==> src/rtl/input_capture_mc.sv <==
// Multi-channel input capture: sync, edge detect, count, timestamp, vld/ack/ovr.
// Ports: i_sysclk/i_sysrst, i_cnt_en, i_clr, i_cap_pin[CH], i_edge_sel[2*CH],
//        i_ack[CH] in; o_ic_flg, o_cap_vld, o_ovr [CH], o_cap_ts, o_cnt_data, o_tb out.
// Optional macro IC_FILTER_EN inserts a FLT_LEN-cycle glitch filter after s1.
module input_capture_mc #(
    parameter int CH      = 4,
    parameter int CNT_W   = 16,
    parameter int TS_W    = 16,
    parameter int FLT_LEN = 3
) (
    input  logic                  i_sysclk,
    input  logic                  i_sysrst,
    input  logic                  i_cnt_en,
    input  logic                  i_clr,
    input  logic [CH-1:0]         i_cap_pin,
    input  logic [2*CH-1:0]       i_edge_sel,
    input  logic [CH-1:0]         i_ack,
    output logic [CH-1:0]         o_ic_flg,
    output logic [CH-1:0]         o_cap_vld,
    output logic [CH-1:0]         o_ovr,
    output logic [CH*TS_W-1:0]    o_cap_ts,
    output logic [CH*CNT_W-1:0]   o_cnt_data,
    output logic [TS_W-1:0]       o_tb
);

    logic [CH-1:0]            s0_q, s1_q, h_q, lvl;
    logic [CH-1:0]            qual;
    logic [CH-1:0]            flg_q, flg_d;
    logic [CH-1:0]            vld_q, vld_d;
    logic [CH-1:0]            ovr_q, ovr_d;
    logic [CH-1:0][TS_W-1:0]  ts_q, ts_d;
    logic [CH-1:0][CNT_W-1:0] cnt_q, cnt_d;
    logic [TS_W-1:0]          tb_q, tb_d;

`ifdef IC_FILTER_EN
    localparam logic [3:0] FLT_CMP = 4'(FLT_LEN);

    logic [CH-1:0]      flt_q, flt_d;
    logic [CH-1:0][3:0] fcnt_q, fcnt_d;

    // fcnt counts consecutive s1 samples that disagree with the
    // filtered level; the level flips on the FLT_LEN-th such sample.
    always_comb begin
        flt_d  = flt_q;
        fcnt_d = fcnt_q;
        for (int n = 0; n < CH; n++) begin
            if (s1_q[n] == flt_q[n]) begin
                fcnt_d[n] = '0;
            end else if (fcnt_q[n] + 4'd1 == FLT_CMP) begin
                flt_d[n]  = s1_q[n];
                fcnt_d[n] = '0;
            end else begin
                fcnt_d[n] = fcnt_q[n] + 4'd1;
            end
        end
    end

    always_ff @(posedge i_sysclk) begin
        if (i_sysrst) begin
            flt_q  <= '0;
            fcnt_q <= '0;
        end else begin
            flt_q  <= flt_d;
            fcnt_q <= fcnt_d;
        end
    end

    assign lvl = flt_q;
`else
    assign lvl = s1_q;
`endif

    // History tracks the level even while disabled, so re-enable
    // never sees a stale edge.
    always_ff @(posedge i_sysclk) begin
        if (i_sysrst) begin
            s0_q <= '0;
            s1_q <= '0;
            h_q  <= '0;
        end else begin
            s0_q <= i_cap_pin;
            s1_q <= s0_q;
            h_q  <= lvl;
        end
    end

    always_comb begin
        qual = '0;
        for (int n = 0; n < CH; n++) begin
            qual[n] = i_cnt_en &
                      ((i_edge_sel[2*n]   &  lvl[n] & ~h_q[n]) |
                       (i_edge_sel[2*n+1] & ~lvl[n] &  h_q[n]));
        end
    end

    always_comb begin
        tb_d  = tb_q;
        cnt_d = cnt_q;
        ts_d  = ts_q;
        vld_d = vld_q;
        ovr_d = ovr_q;
        flg_d = '0;
        if (i_clr) begin
            tb_d  = '0;
            cnt_d = '0;
            vld_d = '0;
            ovr_d = '0;
        end else begin
            if (i_cnt_en) begin
                tb_d = tb_q + TS_W'(1);
            end
            flg_d = qual;
            for (int n = 0; n < CH; n++) begin
                if (qual[n]) begin
                    cnt_d[n] = cnt_q[n] + CNT_W'(1);
                    ts_d[n]  = tb_q;
                    vld_d[n] = 1'b1;
                    // Ack in the capture cycle consumes the old sample.
                    ovr_d[n] = i_ack[n] ? 1'b0 : (vld_q[n] | ovr_q[n]);
                end else if (i_ack[n]) begin
                    vld_d[n] = 1'b0;
                    ovr_d[n] = 1'b0;
                end
            end
        end
    end

    always_ff @(posedge i_sysclk) begin
        if (i_sysrst) begin
            tb_q  <= '0;
            cnt_q <= '0;
            ts_q  <= '0;
            vld_q <= '0;
            ovr_q <= '0;
            flg_q <= '0;
        end else begin
            tb_q  <= tb_d;
            cnt_q <= cnt_d;
            ts_q  <= ts_d;
            vld_q <= vld_d;
            ovr_q <= ovr_d;
            flg_q <= flg_d;
        end
    end

    assign o_ic_flg   = flg_q;
    assign o_cap_vld  = vld_q;
    assign o_ovr      = ovr_q;
    assign o_cap_ts   = ts_q;
    assign o_cnt_data = cnt_q;
    assign o_tb       = tb_q;

endmodule
==> config.mk <==
export PLATFORM = sky130hd
export DESIGN_NAME = input_capture_mc
export DESIGN_NICKNAME = d
export VERILOG_FILES = /design/src/rtl/input_capture_mc.sv
export SDC_FILE = /design/constraint.sdc
export NUM_CORES = 1
export LEC_CHECK = 0
export CAP_MARGIN = 20
export CORE_MARGIN = 2
export CORE_UTILIZATION = 50
export CTS_BUF_LIST = sky130_fd_sc_hd__clkbuf_16
export DETAILED_ROUTE_END_ITERATION = 16
export DONT_BUFFER_PORTS = 1
export SETUP_SLACK_MARGIN = 0.05
export SLEW_MARGIN = 30
export SYNTH_ARGS = -nofsm -noshare
export SYNTH_HDL_FRONTEND = slang
export SYNTH_SLANG_ARGS = --single-unit
==> constraint.sdc <==
create_clock -name i_sysclk -period 2.35 [get_ports i_sysclk]
set_input_delay 0.3525 -clock i_sysclk [delete_from_list [all_inputs] [get_ports i_sysclk]]
set_output_delay 0.3525 -clock i_sysclk [all_outputs]
set_load 0.02 [all_outputs]
* Yosys cells after proc, flatten, opt, wreduce, memory -nomap -nowiden
Cells that the tools add are included.
** Operators by class
- Add/sub/neg operators :: 5
- Bitwise logic cells :: 37
- Mux-type cells :: 16
- Reduce and logical (&&, ||, !) cells :: 9
** Operators with widths (number)
- $add 16x1->16 const B :: 5
- $and 1x1->1 :: 20
- $mux 1 :: 16
- $not 1->1 :: 9
- $or 1x1->1 :: 8
- $reduce_and 2->1 :: 4
- $reduce_bool 2->1 :: 4
- $reduce_or 2->1 :: 1
** Storage, ports and cells
- Register bits after elaboration :: 168
- Output and inout bits :: 156
- Logic and storage cells :: 88
- Input port bits :: 20

* Depth between registers and ports, before layout
Gate-level depths: netlist of the first run.
- Word-level depth :: 6
- Gate-level depth with buffers :: 7
- Depth with buffers taken out :: 5

* Least setup slack after synthesis of the first run
No wires, ideal clock.
- Path kind :: flip-flop to flip-flop
- Start :: register tb_q[3], in the netlist o_tb[3]
- End :: register tb_q[15], in the netlist o_tb[15]
- Library setup time :: 70 ps
- Slack :: 506 ps
- Period minus slack after synthesis :: 1844 ps
- Arrival :: 1774 ps
- Buffers on the path :: 1
- Stages on the path, launching flop included :: 6
- Data required time :: 2280 ps
- Cells stage by stage :: dfxtp_1 > buf_2 > nand3_4 > or4_4 > or3_1 > a21oi_1
** Between the ends
- Cells in the longest elaborated chain, start to end :: 1
** RTL lines
- start: declaration :: line 33 : logic [TS_W-1:0] tb_q, tb_d;
- start signal: assignment :: line 137 : tb_q <= tb_d;
- $add 16x1->16 :: line 110 : tb_d = tb_q + TS_W'(1);
No other way between the ends.
A chain may end at the register's enable or synchronous reset.

* Final worst setup path of the first run
- Start :: register cnt_q, in the netlist o_cnt_data[16]
- End :: register cnt_q, in the netlist o_cnt_data[28]
** Between the ends
- Cells in the longest elaborated chain, start to end :: 1
** RTL lines
- start: declaration :: line 32 : logic [CH-1:0][CNT_W-1:0] cnt_q, cnt_d;
- start signal: assignment :: line 138 : cnt_q <= cnt_d;
- $add 16x1->16 :: line 115 : cnt_d[n] = cnt_q[n] + CNT_W'(1);
No other way between the ends.

==> reports/metrics.yaml, run 1 <==
status: "finished, final reports clean"
drcViolationCount: 0
cts_made_buffers: 17
final_common_cell: "dfxtp_1"
clk_pin_slew_ns: 0.06
core_um2: 13350
slew_headroom_pct: 60.15
worstSetupPathType: "register to register"
seq_area_frac_synth_pct: 48.92
drtIter0Drc: 389
period_share_pct: 81.58
io_pins: 176
synth_area_um2: 6875
gp_congestion: 0.8178
whs_ns: 0.05614
syn_inst: 730
crit_required_ns: 2.70
io_buffer_count: 0
max_cap_violations: 0
startpoint_type: "register"
routed_wl_um: 16250
synth.distinct_cells: 46
reg2reg_slack_ns: 0.43
crit_arrival_ns: 2.27
vias: 5310
layout.nets: 773
clk_path_buf_depth: 2
fin_worst_skew_ns: 0.01542
syn_area_per_cell_um2: 9.418
setup_viol: 0
path_max_fanout: 6
cts-root-buf: "clkbuf_16"
dp.final_hpwl_um: 11080
tritoncts: "built"
postSynth.asyncResetShare_pct: 0
gr-total-overflow: 0
via_per_inst: 5.667
layout_common_cells: "dfxtp_1, nor2_1, mux2i_1, a21oi_1, nand2_1"
period_needed_ns: 1.917
rsz0062_at_grt: "false"
die-area_um2: 14710
first_global_vias: 5163
total_power_mw: 5.661
drv_slew: 0
ir_drop_uv: 428.8
start_util_pct: 51.51
hp-class: "primary input to register"
first_pass_iters: 5
synth_flop_cell: "dfxtp_1"
wire_per_inst_um: 17.35
synth_seq_cells: 168
drive_gt1_share_pct: 9.855
setup_tns_ns: 0
fmax_ghz: 0.5216
antenna_found_initial: 0
p_leak_nw: 2.549
synth-edff-count: 0
detail-route-antenna-nets: 0
clk_latency_ns: 0.43
yosys_warnings: 0
hold_viol: 0
syn-num-nets: 755
die_w_um: 121.3
worst_slew_pin_slew_ns: 0.5969
cts_sinks: 168
rows: 42
grt_use_total_pct: 22.55
die_h_um: 121.3
htreeDepth: 4
grt_max_degree: 76
area_delta_synth_final_pct: 13.54
grt_pass1_wl_um: 26300
end_kind: "register"
powerDensity_nw_per_um2: 725.2
antennaDiodeCount: 0
[critical path: stages, from the launching register on]
cell	delay, ns
dfxtp_1	0.51
ha_1	0.32
nand2_1	0.07
or2_0	0.30
or4_1	0.51
a21oi_1	0.15
[synth_stat cells (2+ instances only)]
master / instances / area, µm²
xor2_1: 6 / 52.55
nor2b_1: 12 / 75.07
buf_1: 2 / 7.510
nor2_1: 110 / 412.9
or3_1: 13 / 81.33
inv_1: 8 / 30.03
dfxtp_1: 168 / 3363
buf_2: 8 / 40.04
or4_1: 19 / 142.6
a31o_2: 2 / 17.52
o31ai_1: 18 / 135.1
nor4_1: 3 / 18.77
nand3_1: 28 / 140.1
ha_1: 5 / 62.56
a211oi_1: 9 / 67.56
and4b_1: 2 / 20.02
xnor2_1: 29 / 254.0
and4_1: 8 / 70.07
nand2_1: 37 / 138.9
nand4_1: 16 / 100.1
nand3b_1: 9 / 67.56
a21boi_0: 3 / 22.52
o21ai_0: 17 / 85.08
a21o_1: 4 / 30.03
a21oi_4: 4 / 65.06
mux2i_1: 69 / 690.7
o211ai_1: 2 / 15.01
nand2b_1: 3 / 18.77
nand4b_1: 8 / 70.07
nor3_1: 6 / 30.03
buf_4: 7 / 52.55
and2_1: 2 / 12.51
a21oi_1: 53 / 265.3
and3_1: 5 / 31.28
clkbuf_1: 24 / 90.09
[what timing repair did]
| action | in CTS | in global routing |
|---|---|---|
| setup buffers | 0 | 0 |
| hold buffers | 6 | 0 |
| hold endpoints to repair | 79 | 0 |
| resized for setup | 0 | 0 |
| setup endpoints to repair | 0 | 0 |
[registers in the layout, summed over array words and instances (netlist names)]
name and flops:
o_ovr 4, o_cnt_data 64, o_cap_ts 64, o_tb 16, h_q 4, lvl 4
o_cap_vld 4, s0_q 4, o_ic_flg 4
[final timing paths]
kind / start / end / cells past startpoint
setup / recovery: o_cnt_data[16] / o_cnt_data[28] / 5
hold / removal: i_cap_pin[3] / s0_q[3] / 1
setup reg to reg: o_cnt_data[16] / o_cnt_data[28] / 5
hold reg to reg: s0_q[1] / lvl[1] / 1
[metrics by stage]
step | utilization [%] | setup WS [ns] | instances | instance area (µm²)
detailed placement | 53.67 | 0.4477 | 899 | 7163
CTS | 58.48 | 0.4373 | 937 | 7806
global route | 58.48 | 0.2508 | 937 | 7806
floorplan | - | 0.5056 | 730 | 6875
finish | 58.48 | 0.4328 | 937 | 7806
global placement | 53.67 | 0.5335 | 899 | 7163
[report_power, final]
part           internal, mW  total, mW  leakage (nW)  switching, mW
clock                  1.55       2.67         0.285           1.12
combinational        0.0430      0.125         0.908         0.0823
sequential             2.86       2.87          1.35         0.0110
total                  4.45       5.66          2.55           1.21
[final cells by class]
class | instances | area (µm²)
Clock buffer | 17 | 425.4
Timing Repair Buffer | 41 | 340.3
Fill cell | 1215 | 5542
Tap cell | 176 | 220.2
Sequential cell | 168 | 3363
Inverter | 8 | 30.03
Multi-Input combinational cell | 512 | 3287
Clock inverter | 15 | 140.1
[logic make-up (layout without fill, tap and decap cells)]
logic type      Yosys count  count (layout)  synth area share, %
xor+xnor                 35              35                4.459
buf+inv                  50              81                3.276
compound gates          116             116                10.77
mux                      69              69                10.05
fa+ha+maj                 5               5               0.9099
flops                   168             168                48.92
simple gates            287             287                21.62
[layer usage]
metal	vias up	part of all wire, %	GRT usage (%)
met5	-	0	0
met4	0	1.5	7.759
met3	18	10	9.492
met2	161	47	36.34
met1	2503	41	27.07
li1	2628	-	-
Note: power is estimated with default switching activity, not from simulation.
==> run 2, diff against run 1 <==
--- a/config.mk
+++ b/config.mk
@@ -11,6 +11,7 @@
 export CTS_BUF_LIST = sky130_fd_sc_hd__clkbuf_16
 export DETAILED_ROUTE_END_ITERATION = 16
 export DONT_BUFFER_PORTS = 1
+export PLACE_DENSITY = 0.68
 export SETUP_SLACK_MARGIN = 0.05
 export SLEW_MARGIN = 30
 export SYNTH_ARGS = -nofsm -noshare
==> constraint.sdc (replaced) <==
create_clock -name i_sysclk -period 1.7 [get_ports i_sysclk]
set_input_delay 0.255 -clock i_sysclk [delete_from_list [all_inputs] [get_ports i_sysclk]]
set_output_delay 0.255 -clock i_sysclk [all_outputs]
set_load 0.02 [all_outputs]
==> run 2 against run 1 <==
Non-clock buffer count up 76. Via count increased by 8.7%. Hold slack got worse by 0.048 ns. Sequential share of layout area is 3.4 points lower. Largest power group unchanged.
==> reports/metrics.yaml, run 2 (same netlist as run 1, synthesis figures left out) <==
status: "finished, final reports clean"
clockPowerShare_pct: 45.5
die_w_um: 121.3
die_h_um: 121.3
power_switching_mw: 1.755
dp.final_hpwl_um: 11920
swShare_pct: 22.93
routed_wl_um: 18100
final_util_pct: 64.19
io_buffer_count: 0
setup_ws_ns: 0.01502
io_pins: 176
hp-start: "i_sysrst"
path_max_fanout: 6
fmax_ghz: 0.5935
crit_family: "compound AO/OA/AOI/OAI gates"
clk_pin_slew_ns: 0.07
core_um2: 13350
worst-path-buf-inv: 1
hp-class: "primary input to register"
crit_path_start: "lvl[3]"
via_per_inst: 5.692
cts_sinks: 168
antenna_found_initial: 0
gp_congestion: 0.7953
hold_path_end: "o_tb[14]"
worst_slew_pin_slew_ns: 0.6045
setup_tns_ns: 0
cts-root-buf: "clkbuf_16"
vias: 5772
wire_per_inst_um: 17.85
power_frac_comb_pct: 2.7
final_common_cell: "dfxtp_1"
layout.nets: 850
worstSetupPathType: "register to register"
crit_required_ns: 1.99
rsz0062_at_grt: "true"
drive_gt1_share_pct: 22.79
min_path_cells: 2
gr-total-overflow: 0
crit_arrival_ns: 1.97
critPathMaxStageDelay_ns: 0.34
r2r_cells: 5
detail-route-antenna-nets: 0
clk_path_buf_depth: 2
area_delta_synth_final_pct: 24.62
reg2reg_slack_ns: 0.02
end_kind: "register"
start_util_pct: 51.51
worstPathCellList: "nand4b_1 > buf_4 > a21o_2 > o31ai_1 > a21oi_2"
r2r-end: "o_cnt_data[59]"
antennaDiodeCount: 0
hold_viol: 0
drcViolationCount: 0
period_share_pct: 99.12
rows: 42
die-area_um2: 14710
drtIter0Drc: 386
fin_worst_skew_ns: 0.01342
startpoint_type: "register"
p_leak_nw: 2.968
total_power_mw: 7.655
r2r_start: "lvl[3]"
first_global_vias: 5557
cts_made_buffers: 17
crit_slowest_cell: "dfxtp_2"
pre_cts_slack_ns: 0.01480
powerDensity_nw_per_um2: 893.5
clk_latency_ns: 0.43
first_pass_iters: 5
period_needed_ns: 1.685
layout_common_cells: "dfxtp_1, nor2_1, buf_4, mux2i_1, a21oi_1"
max_cap_violations: 0
grt_use_total_pct: 24.05
drv_slew: 0
setup_viol: 0
grt_max_degree: 71
intPower_mw: 5.900
tritoncts: "built"
grt_pass1_wl_um: 27790
htreeDepth: 4
ir_drop_uv: 613.4
pwr-share-seq_pct: 51.8
slew_headroom_pct: 59.55
run 2: routing by layer:
layer | global-route usage, % | up-vias | wire, µm
li1 | - | 2786 | -
met3 | 8.647 | 17 | 1468
met5 | 0 | - | 0
met2 | 40.20 | 204 | 8793
met1 | 28.82 | 2765 | 7609
met4 | 7.687 | 0 | 227
run 2: final cells by class:
| class | count | area [µm²] |
|---|---|---|
| inverter | 8 | 30.03 |
| timing repair buffer | 117 | 993.5 |
| clock buffer | 17 | 425.4 |
| clock inverter | 15 | 105.1 |
| multi-input combinational | 513 | 3395 |
| fill | 1079 | 4780 |
| sequential | 168 | 3400 |
| tap | 176 | 220.2 |
run 2: stage by stage:
step,hold slack [ns],std cells,cell area (µm²)
3_3_place_gp,0.3335,949,7620
2_1_floorplan,0.3343,730,6938
3_5_place_dp,0.3339,949,7620
4_1_cts,0.0005251,1001,8369
6_report,0.007832,1014,8568
5_1_grt,0.01624,1014,8568
run 2: power groups by stage:
stage	Sequential [mW]	Combinational, mW	Clock, mW
2_1_floorplan	4.05	0.129	0
3_3_place_gp	4.05	0.137	0
3_5_place_dp	4.05	0.141	0
4_1_cts	3.96	0.202	3.55
5_1_grt	3.96	0.223	3.72
6_report	3.96	0.208	3.49
run 2: timing repair:
item                                    in CTS  in global routing
buffers inserted                             4                 12
hold endpoints to repair                    84                  0
pin swaps                                    0                 15
gates cloned                                 0                  1
gates resized for setup                      4                 32
endpoints found under the setup margin       8                 30
hold buffers                                16                  0
run 2: worst max-delay path by stage:
stage,to,slack [ns],cells after the start
finish,o_cnt_data[59],0.02,5
global placement,o_cnt_data[63],0.06,4
floorplan,o_tb[15],0.02,5
global route,o_cnt_data[59],-0.05,5
detailed placement,o_cnt_data[63],0.01,4
CTS,o_cnt_data[13],0.06,4
